===== src/rtl/hls_run_ctrl_pkg.sv =====
// Shared types for the HLS run controller: FSM states, run status codes, default widths.
package hls_run_ctrl_pkg;

  typedef enum logic [2:0] {
    S_IDLE,
    S_DRST,
    S_START,
    S_WAIT,
    S_REPORT
  } state_e;

  localparam logic [1:0] ST_PASS    = 2'd0;
  localparam logic [1:0] ST_FAIL    = 2'd1;
  localparam logic [1:0] ST_NOCHECK = 2'd2;
  localparam logic [1:0] ST_TIMEOUT = 2'd3;

  localparam int DEF_DATA_W     = 32;
  localparam int DEF_CNT_W      = 32;
  localparam int DEF_RUN_W      = 8;
  localparam int DEF_RST_CYCLES = 2;

  function automatic logic [1:0] result_status(input logic check, input logic match);
    if (!check) return ST_NOCHECK;
    return match ? ST_PASS : ST_FAIL;
  endfunction

endpackage


===== src/rtl/hls_cycle_counter.sv =====
// Saturating latency counter with load-to-one and a terminal compare against a timeout.
module hls_cycle_counter #(
  parameter int CNT_W = 32
) (
  input  logic             clk,
  input  logic             rst_n,
  input  logic             clr,
  input  logic             load1,
  input  logic             en,
  input  logic [CNT_W-1:0] limit,
  output logic [CNT_W-1:0] cnt,
  output logic             at_limit
);

  localparam logic [CNT_W-1:0] ONE = {{(CNT_W-1){1'b0}}, 1'b1};

  logic [CNT_W-1:0] cnt_q, cnt_d;

  always_comb begin
    cnt_d = cnt_q;
    if (clr)                       cnt_d = '0;
    else if (load1)                cnt_d = ONE;
    else if (en && (cnt_q != '1))  cnt_d = cnt_q + ONE;
  end

  always_ff @(posedge clk or negedge rst_n) begin
    if (!rst_n) cnt_q <= '0;
    else        cnt_q <= cnt_d;
  end

  // A zero limit means "no timeout", so it never matches.
  assign cnt      = cnt_q;
  assign at_limit = (limit != '0) && (cnt_q == limit);

endmodule


===== src/rtl/hls_run_controller.sv =====
// Multi-run sequencer for a start/done accelerator: resets it, starts it, times it,
// optionally checks its result, and reports one status record per run.
module hls_run_controller
  import hls_run_ctrl_pkg::*;
#(
  parameter int DATA_W     = DEF_DATA_W,
  parameter int CNT_W      = DEF_CNT_W,
  parameter int RUN_W      = DEF_RUN_W,
  parameter int RST_CYCLES = DEF_RST_CYCLES
) (
  input  logic              clock,
  input  logic              reset,
  input  logic              abort,
  input  logic              cmd_valid,
  output logic              cmd_ready,
  input  logic [RUN_W-1:0]  cmd_runs,
  input  logic [CNT_W-1:0]  cmd_timeout,
  input  logic              cmd_check,
  input  logic [DATA_W-1:0] cmd_expected,
  output logic              dut_reset,
  output logic              dut_start_port,
  input  logic              dut_done_port,
  input  logic [DATA_W-1:0] dut_result,
  output logic              res_valid,
  input  logic              res_ready,
  output logic [1:0]        res_status,
  output logic [CNT_W-1:0]  res_cycles,
  output logic [RUN_W-1:0]  res_index,
  output logic              busy
);

  localparam int               RW       = (RST_CYCLES > 1) ? $clog2(RST_CYCLES) : 1;
  localparam logic [RW-1:0]    RST_LAST = RW'(RST_CYCLES - 1);
  localparam logic [RUN_W-1:0] RUN_ONE  = {{(RUN_W-1){1'b0}}, 1'b1};

  state_e             state_q, state_d;
  logic [RW-1:0]      rst_cnt_q, rst_cnt_d;
  logic [RUN_W-1:0]   runs_q, runs_d;
  logic [RUN_W-1:0]   idx_q, idx_d;
  logic [CNT_W-1:0]   timeout_q, timeout_d;
  logic               check_q, check_d;
  logic [DATA_W-1:0]  exp_q, exp_d;
  logic [1:0]         status_q, status_d;
  logic [CNT_W-1:0]   cycles_q, cycles_d;

  logic               cnt_clr, cnt_load1, cnt_en;
  logic [CNT_W-1:0]   cnt;
  logic               at_limit;
  logic               more_runs;

  hls_cycle_counter #(.CNT_W(CNT_W)) u_cnt (
    .clk      (clock),
    .rst_n    (reset),
    .clr      (cnt_clr),
    .load1    (cnt_load1),
    .en       (cnt_en),
    .limit    (timeout_q),
    .cnt      (cnt),
    .at_limit (at_limit)
  );

  // One extra bit so idx+1 cannot wrap before the compare.
  assign more_runs = ({1'b0, idx_q} + {{RUN_W{1'b0}}, 1'b1}) < {1'b0, runs_q};

  always_comb begin
    state_d   = state_q;
    rst_cnt_d = rst_cnt_q;
    runs_d    = runs_q;
    idx_d     = idx_q;
    timeout_d = timeout_q;
    check_d   = check_q;
    exp_d     = exp_q;
    status_d  = status_q;
    cycles_d  = cycles_q;
    cnt_clr   = 1'b0;
    cnt_load1 = 1'b0;
    cnt_en    = 1'b0;

    case (state_q)
      S_IDLE: begin
        if (cmd_valid && !abort) begin
          runs_d    = (cmd_runs == '0) ? RUN_ONE : cmd_runs;
          timeout_d = cmd_timeout;
          check_d   = cmd_check;
          exp_d     = cmd_expected;
          idx_d     = '0;
          rst_cnt_d = '0;
          state_d   = S_DRST;
        end
      end
      S_DRST: begin
        if (rst_cnt_q == RST_LAST) begin
          cnt_load1 = 1'b1;
          state_d   = S_START;
        end else begin
          rst_cnt_d = rst_cnt_q + 1'b1;
        end
      end
      S_START, S_WAIT: begin
        cnt_en = 1'b1;
        // Done outranks a timeout landing on the same cycle.
        if (dut_done_port) begin
          status_d = result_status(check_q, dut_result == exp_q);
          cycles_d = cnt;
          state_d  = S_REPORT;
        end else if (at_limit) begin
          status_d = ST_TIMEOUT;
          cycles_d = timeout_q;
          state_d  = S_REPORT;
        end else begin
          state_d  = S_WAIT;
        end
      end
      S_REPORT: begin
        if (res_ready) begin
          if ((status_q != ST_TIMEOUT) && more_runs) begin
            idx_d     = idx_q + RUN_ONE;
            rst_cnt_d = '0;
            state_d   = S_DRST;
          end else begin
            state_d   = S_IDLE;
          end
        end
      end
      default: state_d = S_IDLE;
    endcase

    if (abort) begin
      state_d = S_IDLE;
      cnt_clr = 1'b1;
    end
  end

  always_ff @(posedge clock or negedge reset) begin
    if (!reset) begin
      state_q   <= S_IDLE;
      rst_cnt_q <= '0;
      runs_q    <= '0;
      idx_q     <= '0;
      timeout_q <= '0;
      check_q   <= 1'b0;
      exp_q     <= '0;
      status_q  <= ST_PASS;
      cycles_q  <= '0;
    end else begin
      state_q   <= state_d;
      rst_cnt_q <= rst_cnt_d;
      runs_q    <= runs_d;
      idx_q     <= idx_d;
      timeout_q <= timeout_d;
      check_q   <= check_d;
      exp_q     <= exp_d;
      status_q  <= status_d;
      cycles_q  <= cycles_d;
    end
  end

  assign cmd_ready      = (state_q == S_IDLE);
  assign busy           = (state_q != S_IDLE);
  assign dut_reset      = (state_q == S_START) || (state_q == S_WAIT);
  assign dut_start_port = (state_q == S_START);
  assign res_valid      = (state_q == S_REPORT);
  assign res_status     = status_q;
  assign res_cycles     = cycles_q;
  assign res_index      = idx_q;

endmodule

===== config.mk =====
export PLATFORM = sky130hd
export DESIGN_NAME = hls_run_controller
export DESIGN_NICKNAME = d
export VERILOG_FILES = /design/src/rtl/hls_run_ctrl_pkg.sv /design/src/rtl/hls_cycle_counter.sv /design/src/rtl/hls_run_controller.sv
export SDC_FILE = /design/constraint.sdc
export NUM_CORES = 1
export LEC_CHECK = 0
export ABC_AREA = 1
export BUFFER_PORTS_ARGS = -buffer_cell sky130_fd_sc_hd__buf_2
export CAP_MARGIN = 5
export CORE_MARGIN = 1
export CORE_UTILIZATION = 61
export CTS_CLUSTER_SIZE = 8
export DETAILED_ROUTE_END_ITERATION = 12
export GPL_ROUTABILITY_DRIVEN = 0
export PLACE_DENSITY_LB_ADDON = 0.25
export SLEW_MARGIN = 40
export SYNTH_ARGS = -nofsm -noshare
export SYNTH_HDL_FRONTEND = slang
export SYNTH_SLANG_ARGS = --single-unit

===== constraint.sdc =====
create_clock -name clock -period 7.31 [get_ports clock]
set_clock_uncertainty 0.15 [all_clocks]
set_input_delay 0.3655 -clock clock [delete_from_list [all_inputs] [get_ports clock]]
set_output_delay 0.3655 -clock clock [all_outputs]
set_load 0.01 [all_outputs]

==> results.md <==
Floorplan:
- The die is 121 um tall.
- The overall die area is 0.0145 sq mm.
- The x dimension of the die is 121 um.
- The number of top-level pins is 158.
- The starting density of the core is 63.7%.
- The core region area is 0.0135 sq mm.
- After floorplanning, the core was divided into 42 placement rows.

GRT:
- Summed over all layers, the global routing overflow is 0.
- Entering global routing, the biggest net connects 96 pins.
- The initial antenna violation count was 0.
- The first global-routing pass estimated 33700 um of wire.
- The number of global-route vias before repair was 7293.
- Global routing consumed, over all layers together, 29.6% of the routing resources.

Timing:
- The post-route worst setup slack is 4.39 ns.
- The total count of hold-check failures in the final report is 0.
- For the pin with the worst max-slew slack, the measured transition is 0.715 ns.
- The post-route minimum period is 2.92 ns.
- The total negative slack for setup checks is 0 ns.
- Of the available clock period, the critical path in the final layout requires 40.0%.
- Setup violations remaining at the end of the flow were counted as 0.
- Hold is met by 0.0128 ns.
- Setup repair after global routing left no endpoint under its margin.
- The maximum operating frequency is 0.342 GHz.
- In this run the tightest slew margin relative to its limit is 52.4%.
- The final max-slew violation count is 0.

Clocking:
- The post-cts repair resize count is 0.
- TritonCTS built the clock tree.
- Buffers added to address setup during post-CTS repair amount to 0.
- The root cell of the clock tree is clkbuf_16.
- The hold-fix buffer count after cts is 1.
- The number of buffers inserted during clock tree synthesis is 17.
- The CTS sink count is 151.
- The clock transition at the register clock pins on the worst setup and hold paths after CTS is 0.06 ns.
- The largest buffer count on any clock path is 2.
- The H-tree depth is 4.
- The clock insertion delay at the later pin of the skew report is 0.43 ns.

Worst setup path:
- The type of element capturing the critical path is a register.
- For the worst setup path, the data required time is 7.48 ns.
- The critical path arrival is 3.09 ns.
- In this run the worst path has a maximum fanout of 9.
- The worst setup path is launched from a register.
- By startpoint and endpoint, the worst setup path is classified as reg2reg.

Pwr:
- In this run the static leakage power is 4.99 nW.
- The worst voltage drop across the vdd grid is 0.231 mV.
- Power spread over the standard cell area amounts to 315 mW/mm^2.
- The power after layout is 3.14 mW.

Final layout:
- Cells fill 74.2% of the core in the end.
- The area added between synthesis and finish is 16.5%.
- The number of antenna diodes in the final layout is 0.
- Once layout is done, the placed cells without fillers occupy 0.00998 sq mm.
- The library cells used most frequently in the layout, excluding fill and tap cells, are nand2_1 (278), buf_2 (156), dfrtp_1 (151).
- The most common cell after layout, fill and taps aside is nand2_1.
- Counting the fill cells in the layout gives 1061.
- The share of post-route cells with drive strength above 1 is 24.7%.
- The net count of the finished layout is 1332.
- The post-layout instance count excluding filler cells is 1401.

Min path:
- In this run the worst hold path is classified as in2reg.

Logic synthesis:
- The mean area per synthesized cell is 8.03 sq um.
- Ranked by total cell area, the synthesized netlist is headed by dfrtp_1 (44%), nand2_1 (12%), nor2_1 (5.9%).
- Counting every instance in the synthesized netlist gives 1067.
- The number of distinct library cell variants in the gate-level netlist after synthesis is 39.
- The synthesized netlist devotes 27.0% of its cell area to simple gates.
- The combined area of all synthesized cells is 0.00857 sq mm.
- The share of the synthesized area in the top cell type is 44.1%.
- Summing the areas of all compound-gate instances in the mapped netlist gives 8.51% of the synthesized area.
- Of the total synthesized cell area, the portion taken by XOR and XNOR cells is 5.83%.
- The adder and majority gate portion of the synthesized area is 1.31%.
- The count of warnings emitted by yosys is 0.
- After synthesis, flip-flops and latches occupy 44.1% of the total area.
- The register bit count reported by yosys is 151.
- dfrtp_1 takes more of the synthesized area than any other cell.
- The combinational family with the most area after synthesis is simple AND/OR/NAND/NOR gates.
- The number of nets in the synthesized netlist is 1187.
- The share of cell area taken by muxes after synthesis is 5.90%.

Drt:
- The routed wire length per instance is 14.2 um.
- The first routing iteration left 408 violations.
- Wires add up to 19900 um.
- The number of vias per cell is 5.37.
- The via count is 7529.
- The first TritonRoute pass finished after 7 iterations.
- The remaining design rule violation count is 0.
- The remaining number of nets flagged by the antenna check after routing is 0.

Placed design:
- After detailed placement, the total cell area comes to 0.00942 sq mm.
- In this run the tool buffered the top-level ports with 157 buffer cells.
- The worst setup slack before clock tree synthesis is 4.41 ns.
- The HPWL after detailed placement is 14300 um.
- The number of placed instances, taps included, is 1368.

Status:
- The run finished with clean final reports.

Flow run:
- The number of maximum-capacitance violations is 0.
## worst max-delay path, stage by stage (launching register included)
cell     delay, ns
dfrtp_1       0.43
ha_1          0.19
nand2_1       0.07
nor2_1        0.17
inv_1         0.09
nor2_1        0.12
xor2_1        0.19
inv_1         0.07
ha_1          0.29
a21o_1        0.16
nand3_1       0.07
nand2_1       0.05
nor2_1        0.09
nand3_1       0.11
nand2_2       0.17
nand3_2       0.22
o21a_1        0.18
## where the power goes
part / switching [mW] / total (mW) / internal [mW]
Sequential: 0.221 / 1.35 / 1.13
Clock: 0.338 / 0.831 / 0.493
Combinational: 0.517 / 0.957 / 0.440
## metal layers
layer	global-route usage (%)	wire, um
met5	0	0
met4	11.7	522
met3	7.45	1410
met2	48.3	9500
met1	37.8	8430
## state kept, by name, summed over array words and instances, names as in the netlist
signal,cells
res_status,2
u_cnt.cnt,32
state_q,3
res_index,8
runs_q,8
check_q,1
res_cycles,32
rst_cnt_q,1
exp_q,32
timeout_q,32
## layout make-up
cell class / instances / area [sq um] / area share (%)
clock buffers: 24 / 482 / 4.82
flip-flops and latches: 151 / 3780 / 37.8
repair buffers: 161 / 828 / 8.30
clock inverters: 8 / 72.6 / 0.727
multi-input cells: 766 / 4170 / 41.8
well taps: 176 / 220 / 2.21
inverters: 115 / 432 / 4.32
## synthesized netlist by cell type
master / count
nand2_1: 279
dfrtp_1: 151
nor2_1: 135
inv_1: 101
o21ai_0: 45
mux2_2: 44
xnor2_1: 44
nand3_1: 33
a21oi_1: 31
o21ai_1: 28
nand4_1: 23
nor3_1: 15
o21ai_2: 15
inv_2: 14
clkbuf_1: 13
xor2_1: 13
buf_2: 12
nand3_2: 10
ha_1: 9
buf_6: 7
nand2_2: 7
or2_2: 6
nor3_2: 5
nor3_4: 4
buf_1: 3
a21o_1: 2
a21oi_2: 2
nand2_4: 2
nor2_2: 2
nor2_4: 2
nor4_1: 2
a21boi_0: 1
a41oi_1: 1
mux2i_1: 1
nand3b_1: 1
o211ai_1: 1
o21a_1: 1
o21bai_1: 1
o22ai_1: 1
## logic make-up after synthesis
| group | count (synthesis) |
|---|---|
| flip-flops | 151 |
| buffers and inverters | 150 |
| AND/OR/NAND/NOR | 526 |
| adder cells (fa/ha/maj) | 9 |
| XOR/XNOR | 57 |
| AO/OA/AOI/OAI | 129 |
| multiplexers | 45 |
## final timing paths
| check | from | to | slack [ns] | cells after the start |
|---|---|---|---|---|
| max | res_index[0] | rst_cnt_q | 4.39 | 16 |
| min | cmd_expected[20] | exp_q[20] | 0.01 | 2 |
| max reg2reg | res_index[0] | rst_cnt_q | 4.39 | 16 |
| min reg2reg | res_cycles[26] | res_cycles[26] | 0.32 | 2 |
| max in group asynchronous | reset | res_cycles[24] | 5.42 | 3 |
| min in group asynchronous | reset | exp_q[29] | 0.41 | 2 |
No activity file was read; power rests on OpenSTA's default activity.
